### config.mk
export PLATFORM = sky130hd
export DESIGN_NAME = imem_arbiter
export DESIGN_NICKNAME = d
export VERILOG_FILES = /design/src/rtl/imem_arb_pkg.sv /design/src/rtl/imem_arb_pick.sv /design/src/rtl/imem_arbiter.sv
export SDC_FILE = /design/constraint.sdc
export NUM_CORES = 1
export LEC_CHECK = 0
export ABC_AREA = 0
export BUFFER_PORTS_ARGS = -buffer_cell sky130_fd_sc_hd__buf_2
export CAP_MARGIN = 15
export CORE_MARGIN = 4
export CORE_UTILIZATION = 50
export CTS_CLUSTER_DIAMETER = 150
export DETAILED_ROUTE_END_ITERATION = 10
export GPL_TIMING_DRIVEN = 0
export HOLD_SLACK_MARGIN = 0.02
export PLACE_DENSITY = 0.91
export SLEW_MARGIN = 20
export SYNTH_ARGS = -nofsm -noshare
export SYNTH_HDL_FRONTEND = slang
export SYNTH_SLANG_ARGS = --single-unit
### constraint.sdc
create_clock -name clk -period 4.6 [get_ports clk]
set_clock_uncertainty 0.2 [all_clocks]
set_input_delay 0.92 -clock clk [delete_from_list [all_inputs] [get_ports clk]]
set_output_delay 0.92 -clock clk [all_outputs]
set_load 0.1 [all_outputs]
### src/rtl/imem_arb_pkg.sv
// Shared types and constants for the instruction-memory arbiter.
// Holds the FSM state and access-owner enums plus the legal memory-latency range.
package imem_arb_pkg;

    typedef enum logic [1:0] {
        IDLE   = 2'd0,
        ACCESS = 2'd1,
        RESP   = 2'd2
    } state_t;

    typedef enum logic {
        OWN_FETCH = 1'b0,
        OWN_LDR   = 1'b1
    } owner_t;

    localparam int REQ_FETCH   = 0;
    localparam int REQ_LDR     = 1;
    localparam int MEM_LAT_MIN = 1;
    localparam int MEM_LAT_MAX = 15;

    // Counter preload for a given latency, clamped so an out-of-range parameter still
    // yields a well-formed access.
    function automatic logic [3:0] lat_load(input int lat);
        int l;
        l = lat;
        if (l < MEM_LAT_MIN) l = MEM_LAT_MIN;
        if (l > MEM_LAT_MAX) l = MEM_LAT_MAX;
        return 4'(l - 1);
    endfunction

endpackage

### src/rtl/imem_arb_pick.sv
// Two-way request picker producing a one-hot grant (bit 0 fetch, bit 1 loader).
// ARB_RR_EN selects round-robin on contention; otherwise the loader always wins.
module imem_arb_pick
    import imem_arb_pkg::*;
(
    input  logic [1:0] req,
    input  logic       prio,
    output logic [1:0] gnt
);

`ifdef ARB_RR_EN
    // prio set means the loader is favoured on the next contended cycle.
    always_comb begin
        gnt = 2'b00;
        if (req == 2'b11) begin
            gnt = prio ? 2'b10 : 2'b01;
        end else if (req[REQ_LDR]) begin
            gnt = 2'b10;
        end else if (req[REQ_FETCH]) begin
            gnt = 2'b01;
        end
    end
`else
    logic unused_prio;
    assign unused_prio = prio;

    always_comb begin
        gnt = 2'b00;
        if (req[REQ_LDR]) begin
            gnt = 2'b10;
        end else if (req[REQ_FETCH]) begin
            gnt = 2'b01;
        end
    end
`endif

endmodule

### src/rtl/imem_arbiter.sv
// Shares a single-port instruction memory between the core fetch port and the loader port.
// One access in flight: IDLE -> ACCESS (MEM_LAT cycles) -> RESP. Define ARB_RR_EN for round-robin.
module imem_arbiter
    import imem_arb_pkg::*;
#(
    parameter int AW      = 32,
    parameter int DW      = 32,
    parameter int MEM_LAT = 1
) (
    input  logic          clk,
    input  logic          rst,
    input  logic          fetch_req,
    input  logic [AW-1:0] fetch_addr,
    output logic          fetch_gnt,
    output logic          fetch_rvalid,
    output logic [DW-1:0] fetch_rdata,
    input  logic          ldr_req,
    input  logic          ldr_we,
    input  logic [AW-1:0] ldr_addr,
    input  logic [DW-1:0] ldr_wdata,
    output logic          ldr_gnt,
    output logic          ldr_rvalid,
    output logic [DW-1:0] ldr_rdata,
    output logic          mem_en,
    output logic          mem_we,
    output logic [AW-3:0] mem_addr,
    output logic [DW-1:0] mem_wdata,
    input  logic [DW-1:0] mem_rdata,
    output logic          busy
);

    localparam logic [3:0] LAT_LOAD = lat_load(MEM_LAT);

    state_t        state;
    state_t        state_nxt;
    owner_t        owner_q;
    owner_t        rr_ptr;
    logic          we_q;
    logic [AW-3:0] addr_q;
    logic [DW-1:0] wdata_q;
    logic [3:0]    cnt_q;
    logic [DW-1:0] fetch_rdata_q;
    logic [DW-1:0] ldr_rdata_q;
    logic [1:0]    req;
    logic [1:0]    pick;
    logic          accept;
    logic          last_beat;

    logic unused_addr_lsb;
    assign unused_addr_lsb = ^{fetch_addr[1:0], ldr_addr[1:0]};

    assign req       = {ldr_req, fetch_req};
    assign accept    = (state == IDLE) && (|pick);
    assign last_beat = (cnt_q == 4'd0);

    imem_arb_pick u_pick (
        .req  (req),
        .prio (rr_ptr == OWN_LDR),
        .gnt  (pick)
    );

    always_ff @(posedge clk or negedge rst) begin
        if (!rst) begin
            state <= IDLE;
        end else begin
            state <= state_nxt;
        end
    end

    always_comb begin
        state_nxt = state;
        case (state)
            IDLE:    if (|pick) state_nxt = ACCESS;
            ACCESS:  if (last_beat) state_nxt = RESP;
            RESP:    state_nxt = IDLE;
            default: state_nxt = IDLE;
        endcase
    end

    // Request fields are captured at grant so later changes on the ports cannot disturb
    // the access; the RR pointer always favours the port that was not just served.
    always_ff @(posedge clk or negedge rst) begin
        if (!rst) begin
            owner_q <= OWN_FETCH;
            rr_ptr  <= OWN_FETCH;
            we_q    <= 1'b0;
            addr_q  <= '0;
            wdata_q <= '0;
            cnt_q   <= 4'd0;
        end else if (accept) begin
            if (pick[REQ_LDR]) begin
                owner_q <= OWN_LDR;
                rr_ptr  <= OWN_FETCH;
                we_q    <= ldr_we;
                addr_q  <= ldr_addr[AW-1:2];
                wdata_q <= ldr_wdata;
            end else begin
                owner_q <= OWN_FETCH;
                rr_ptr  <= OWN_LDR;
                we_q    <= 1'b0;
                addr_q  <= fetch_addr[AW-1:2];
                wdata_q <= '0;
            end
            cnt_q <= LAT_LOAD;
        end else if (state == ACCESS && !last_beat) begin
            cnt_q <= cnt_q - 4'd1;
        end
    end

    // Read data lands on the final access cycle; a loader write reports zero data.
    always_ff @(posedge clk or negedge rst) begin
        if (!rst) begin
            fetch_rdata_q <= '0;
            ldr_rdata_q   <= '0;
        end else if (state == ACCESS && last_beat) begin
            if (owner_q == OWN_LDR) begin
                ldr_rdata_q <= we_q ? '0 : mem_rdata;
            end else begin
                fetch_rdata_q <= mem_rdata;
            end
        end
    end

    // Grants are masked while reset is asserted so every output reads zero in reset.
    always_comb begin
        fetch_gnt    = 1'b0;
        ldr_gnt      = 1'b0;
        fetch_rvalid = 1'b0;
        ldr_rvalid   = 1'b0;
        mem_en       = 1'b0;
        mem_we       = 1'b0;
        mem_addr     = '0;
        mem_wdata    = '0;
        busy         = 1'b1;
        case (state)
            IDLE: begin
                busy      = 1'b0;
                fetch_gnt = pick[REQ_FETCH] & rst;
                ldr_gnt   = pick[REQ_LDR] & rst;
            end
            ACCESS: begin
                mem_en    = 1'b1;
                mem_we    = we_q && (owner_q == OWN_LDR);
                mem_addr  = addr_q;
                mem_wdata = wdata_q;
            end
            RESP: begin
                fetch_rvalid = (owner_q == OWN_FETCH);
                ldr_rvalid   = (owner_q == OWN_LDR);
            end
            default: busy = 1'b0;
        endcase
    end

    assign fetch_rdata = fetch_rdata_q;
    assign ldr_rdata   = ldr_rdata_q;

endmodule

-- Word level (Yosys, flattened, before mapping)
Cells that the tools add are included.
- eq/ne operators: 4
- muxes and demuxes: 21
- div/mod/pow operators: 0
- shifts and indexed selects: 0
- multiply operators: 0
- reduce and logical (&&, ||, !) cells: 13
- bitwise logic cells: 3
- $lt $le $gt $ge: 0
- $add $sub $neg: 1
- operators with widths (cell ; count):
    $mux W32 ; 3
    $mux W30 ; 2
    $mux W1 ; 10
    $mux W4 ; 2
    $mux W2 ; 3
    $reduce_and A2 Y1 ; 3
    $logic_and A1 B1 Y1 ; 4
    $logic_not A4 Y1 ; 1
    $pmux W2 S2 ; 1
    $reduce_or A2 Y1 ; 2
    $sub A4 B1 Y4 const B ; 1
    $and A1 B1 Y1 ; 2
    $eq A2 B1 Y1 const B ; 1
    $eq A2 B2 Y1 const B ; 1
    $logic_not A2 Y1 ; 1
    $ne A2 B1 Y1 const B ; 1
    $ne A2 B2 Y1 const B ; 1
    $reduce_bool A2 Y1 ; 1
    $logic_not A1 Y1 ; 1
    $not A1 Y1 ; 1
- memories: 0
- bits in read-only memories: 0
- input bits: 133
- output and inout bits: 133
- register bits: 134
- latch bits: 0
- logic and storage cells: 50
- RAM bits: 0

-- Logic depth before layout (Yosys ltp)
- depth after elaboration: 5
- mapped depth: 7
- gate-level depth less buffers: 5

-- Modules after synthesis
From an unflattened synthesis, not the netlist that was laid out.
- cells, all modules: 538
- area total of the unflattened synthesis: 6208.5 um^2
- modules (own cells, without submodules) (module ; area an instance (um^2) ; cells an instance ; sequential area each (um^2) ; instances):
    imem_arbiter ; 6187.2 ; 536 ; 3378.2 ; 1
    imem_arb_pick ; 21.3 ; 2 ; 0.0 ; 1

-- Worst setup path after synthesis
Ideal clock, no wire load.
- path type: register to output
- start point: reg state[1]
- end point: out mem_addr[0]
- data required time: 3.480 ns
- arrival time: 2.645 ns
- stages on the path, launching flop included: 6
- path slack: 0.835 ns
- path buffers: 2
- cells stage by stage: dfrtp_1 > inv_1 > ha_1 > clkbuf_1 > clkbuf_1 > and2_1
- word-level cells in the longest chain between the ends: 2
- ends and longest elaborated chain (what ; line ; text):
    from (decl) ; imem_arbiter.sv:34 ; state_t state;
    from (signal assigned) ; imem_arbiter.sv:66 ; state <= state_nxt;
    $eq A2 B1 Y1 ; imem_arbiter.sv:135 ; case (state)
    $mux W30 ; imem_arbiter.sv:135 ;
    to (decl) ; imem_arbiter.sv:26 ; output logic [AW-3:0] mem_addr,
No other way between the ends.

-- Worst setup path in the final report
- start point: reg state[1]
- end point: out mem_wdata[29]
- word-level cells in the longest chain between the ends: 2
- ends and longest elaborated chain (what ; line ; text):
    $eq A2 B1 Y1 ; imem_arbiter.sv:135 ;
    $mux W32 ; imem_arbiter.sv:135 ;
    to (decl) ; imem_arbiter.sv:27 ; output logic [DW-1:0] mem_wdata,
No other way between the ends.

==> qor.yml <==
outcome: "finished clean"
synth_area_leaders: "dfrtp_1, mux2_2, and2_1"
drt_iter0_markers: 296
critPathLaunchType: "register"
crit_path_end_kind: "output pin"
required_ns: 3.48
crit_top_cell: "clkbuf_1"
path_buf_inv: 4
fill_cells: 931
cts_hold_buf: 0
hold_path.class: "input port to async pin"
synth_area_um2: 6120
crit_chain: "inv_1 > ha_1 > clkbuf_1 > clkbuf_1 > and2_1 > buf_2"
dr.pass1.iters: 4
maxCapViolCount: 0
critPathKind: "register to output pin"
slowest_delay_ns: 0.45
synth.distinct_cells: 31
tightest_slew_ns: 0.581
area_delta_synth_final_pct: 35.1
place_area_um2: 7650
fin_util: 0.689
grt_usage: 0.242
grt_pass1_wl_um: 26800
cp_max_fo: 10
antenna_found_initial: 2
postSynthAreaPerCell_um2: 10.9
die_w_um: 119
cp_top_family: "buffers and inverters"
fp.dieArea_um2: 14100
clock_path_buffers: 2
max_slew_margin: 0.613
synth_nets: 702
clock_latency_ns: 0.41
io_pins: 266
gr-total-overflow: 0
htreeDepth: 4
rows: 40
yosys.area.top_type: "dfrtp_1"
cts_buffers: 17
cts_tree: "yes"
grt_max_degree: 79
setup_viol: 0
die_h_um: 119
gp_congestion: 0.837
detailed_place_hpwl_um: 12600
r2r_end: "fetch_rdata[1]"
period_share: 0.830
coreArea_um2: 12000
ys_seq_area_frac: 0.547
ant_nets: 0
finalMaxSlewViolations: 0
finalHoldViolCount: 0
rsz0062_at_grt: "false"
most-common-layout-cells: "buf_2, dfrtp_1, nand2_1"
stdcell_area_um2: 8270
place_inst: 972
finalNonFillerCells: 1005
synthCells: 564
wl_um: 16800
synth_top_area_share: 0.547
path_clk_slew_ns: 0.06
drc_errors: 0
fin_nets: 982
num_vias: 5186
cts_setup_buffers: 0
layout_commonest_cell: "buf_2"
reg2reg_slack_ns: 2.14
cp.arrival_ns: 2.70
fmax_mhz: 262
r2r_cells: 6
clock-sinks: 134
drive_above_1_share: 0.432
reg2reg_from: "state[1]"
io_buffers: 260
grt_pass1_vias: 5243
post_cts_resized: 0
cp_slowest_cell: "clkbuf_1"
wl_per_cell_um: 16.7
start_util: 0.510
ys_ff_latch: 134
min_period_ns: 3.82
via_per_inst: 5.16
cts_root_buffer: "clkbuf_16"
yosysWarnings: 0
==> routing by layer <==
| layer | share of wire | wire length [um] | track usage | vias to the layer above |
|---|---|---|---|---|
| li1 | - | - | - | 2439 |
| met1 | 0.40 | 6720 | 0.294 | 2508 |
| met2 | 0.51 | 8540 | 0.417 | 214 |
| met3 | 0.070 | 1170 | 0.0651 | 23 |
| met4 | 0.019 | 322 | 0.0789 | 2 |
| met5 | 0.00072 | 12 | 0 | - |
==> worst max-delay path by stage <==
stage / startpoint / endpoint / depth (start not counted) / slack, ns
2_1_floorplan: state[1] / mem_addr[0] / 5 / 0.83
3_3_place_gp: rst / fetch_gnt / 3 / -0.57
3_5_place_dp: ldr_req / ldr_gnt / 4 / 1.17
4_1_cts: state[1] / mem_wdata[25] / 6 / 0.73
5_1_grt: state[1] / mem_addr[0] / 6 / 0.53
6_report: state[1] / mem_wdata[29] / 6 / 0.78
==> cell type report <==
cell class / count / area, um2 / area share
clock buffer: 19 / 453 / 0.0547
antenna: 1 / 2.50 / 0.000302
inverter: 5 / 18.8 / 0.00227
clock inverter: 13 / 170 / 0.0206
buffer: 38 / 179 / 0.0216
tap: 147 / 184 / 0.0222
sequential: 134 / 3350 / 0.405
timing repair buffer: 261 / 1340 / 0.162
multi-input combinational: 387 / 2570 / 0.311
==> metrics by stage <==
step	TNS, ns	worst slack (ns)	hold slack [ns]
after floorplan	0	0.835	0.231
after global placement	-1.04	-0.571	0.242
after detailed placement	0	1.17	0.248
after CTS	0	0.729	0.239
after global routing	0	0.529	0.249
final	0	0.780	0.233
==> kinds of logic (layout without fill, tap and decap cells) <==
family	count (synthesis)	count (layout)	synth area share
DFF	134	134	0.547
other	0	1	0
muxes	95	95	0.168
adders and majority gates	5	5	0.0102
buffers and inverters	43	336	0.0323
AOI/OAI and AO/OA	42	42	0.0360
and+or+nand+nor	245	245	0.206
==> sequential cells by signal, indices dropped and copies added, names as in the netlist <==
register,cells
wdata_q,32
state,2
fetch_rdata,32
owner_q,1
we_q,1
addr_q,30
cnt_q,4
ldr_rdata,32
==> Yosys cell counts <==
library cell,count
dfrtp_1,134
buf_2,11
o21ai_1,1
nor2_1,3
inv_2,1
a21oi_1,6
nor4b_4,1
nor3b_1,1
nand3_1,34
o21ai_0,31
mux2_2,60
nor4b_1,1
a21o_1,1
nand4b_1,1
and4b_1,1
buf_1,2
o41ai_1,1
or3b_2,1
and3_1,2
mux2_1,4
nor2b_1,35
and2_1,63
or3_1,1
nand2_1,101
buf_6,3
ha_1,5
inv_1,4
mux2i_1,31
o211ai_1,1
clkbuf_1,22
o22ai_1,1
Power is not shown: default switching activity piles up to over one toggle a cycle in this logic, so the estimate is an artifact.
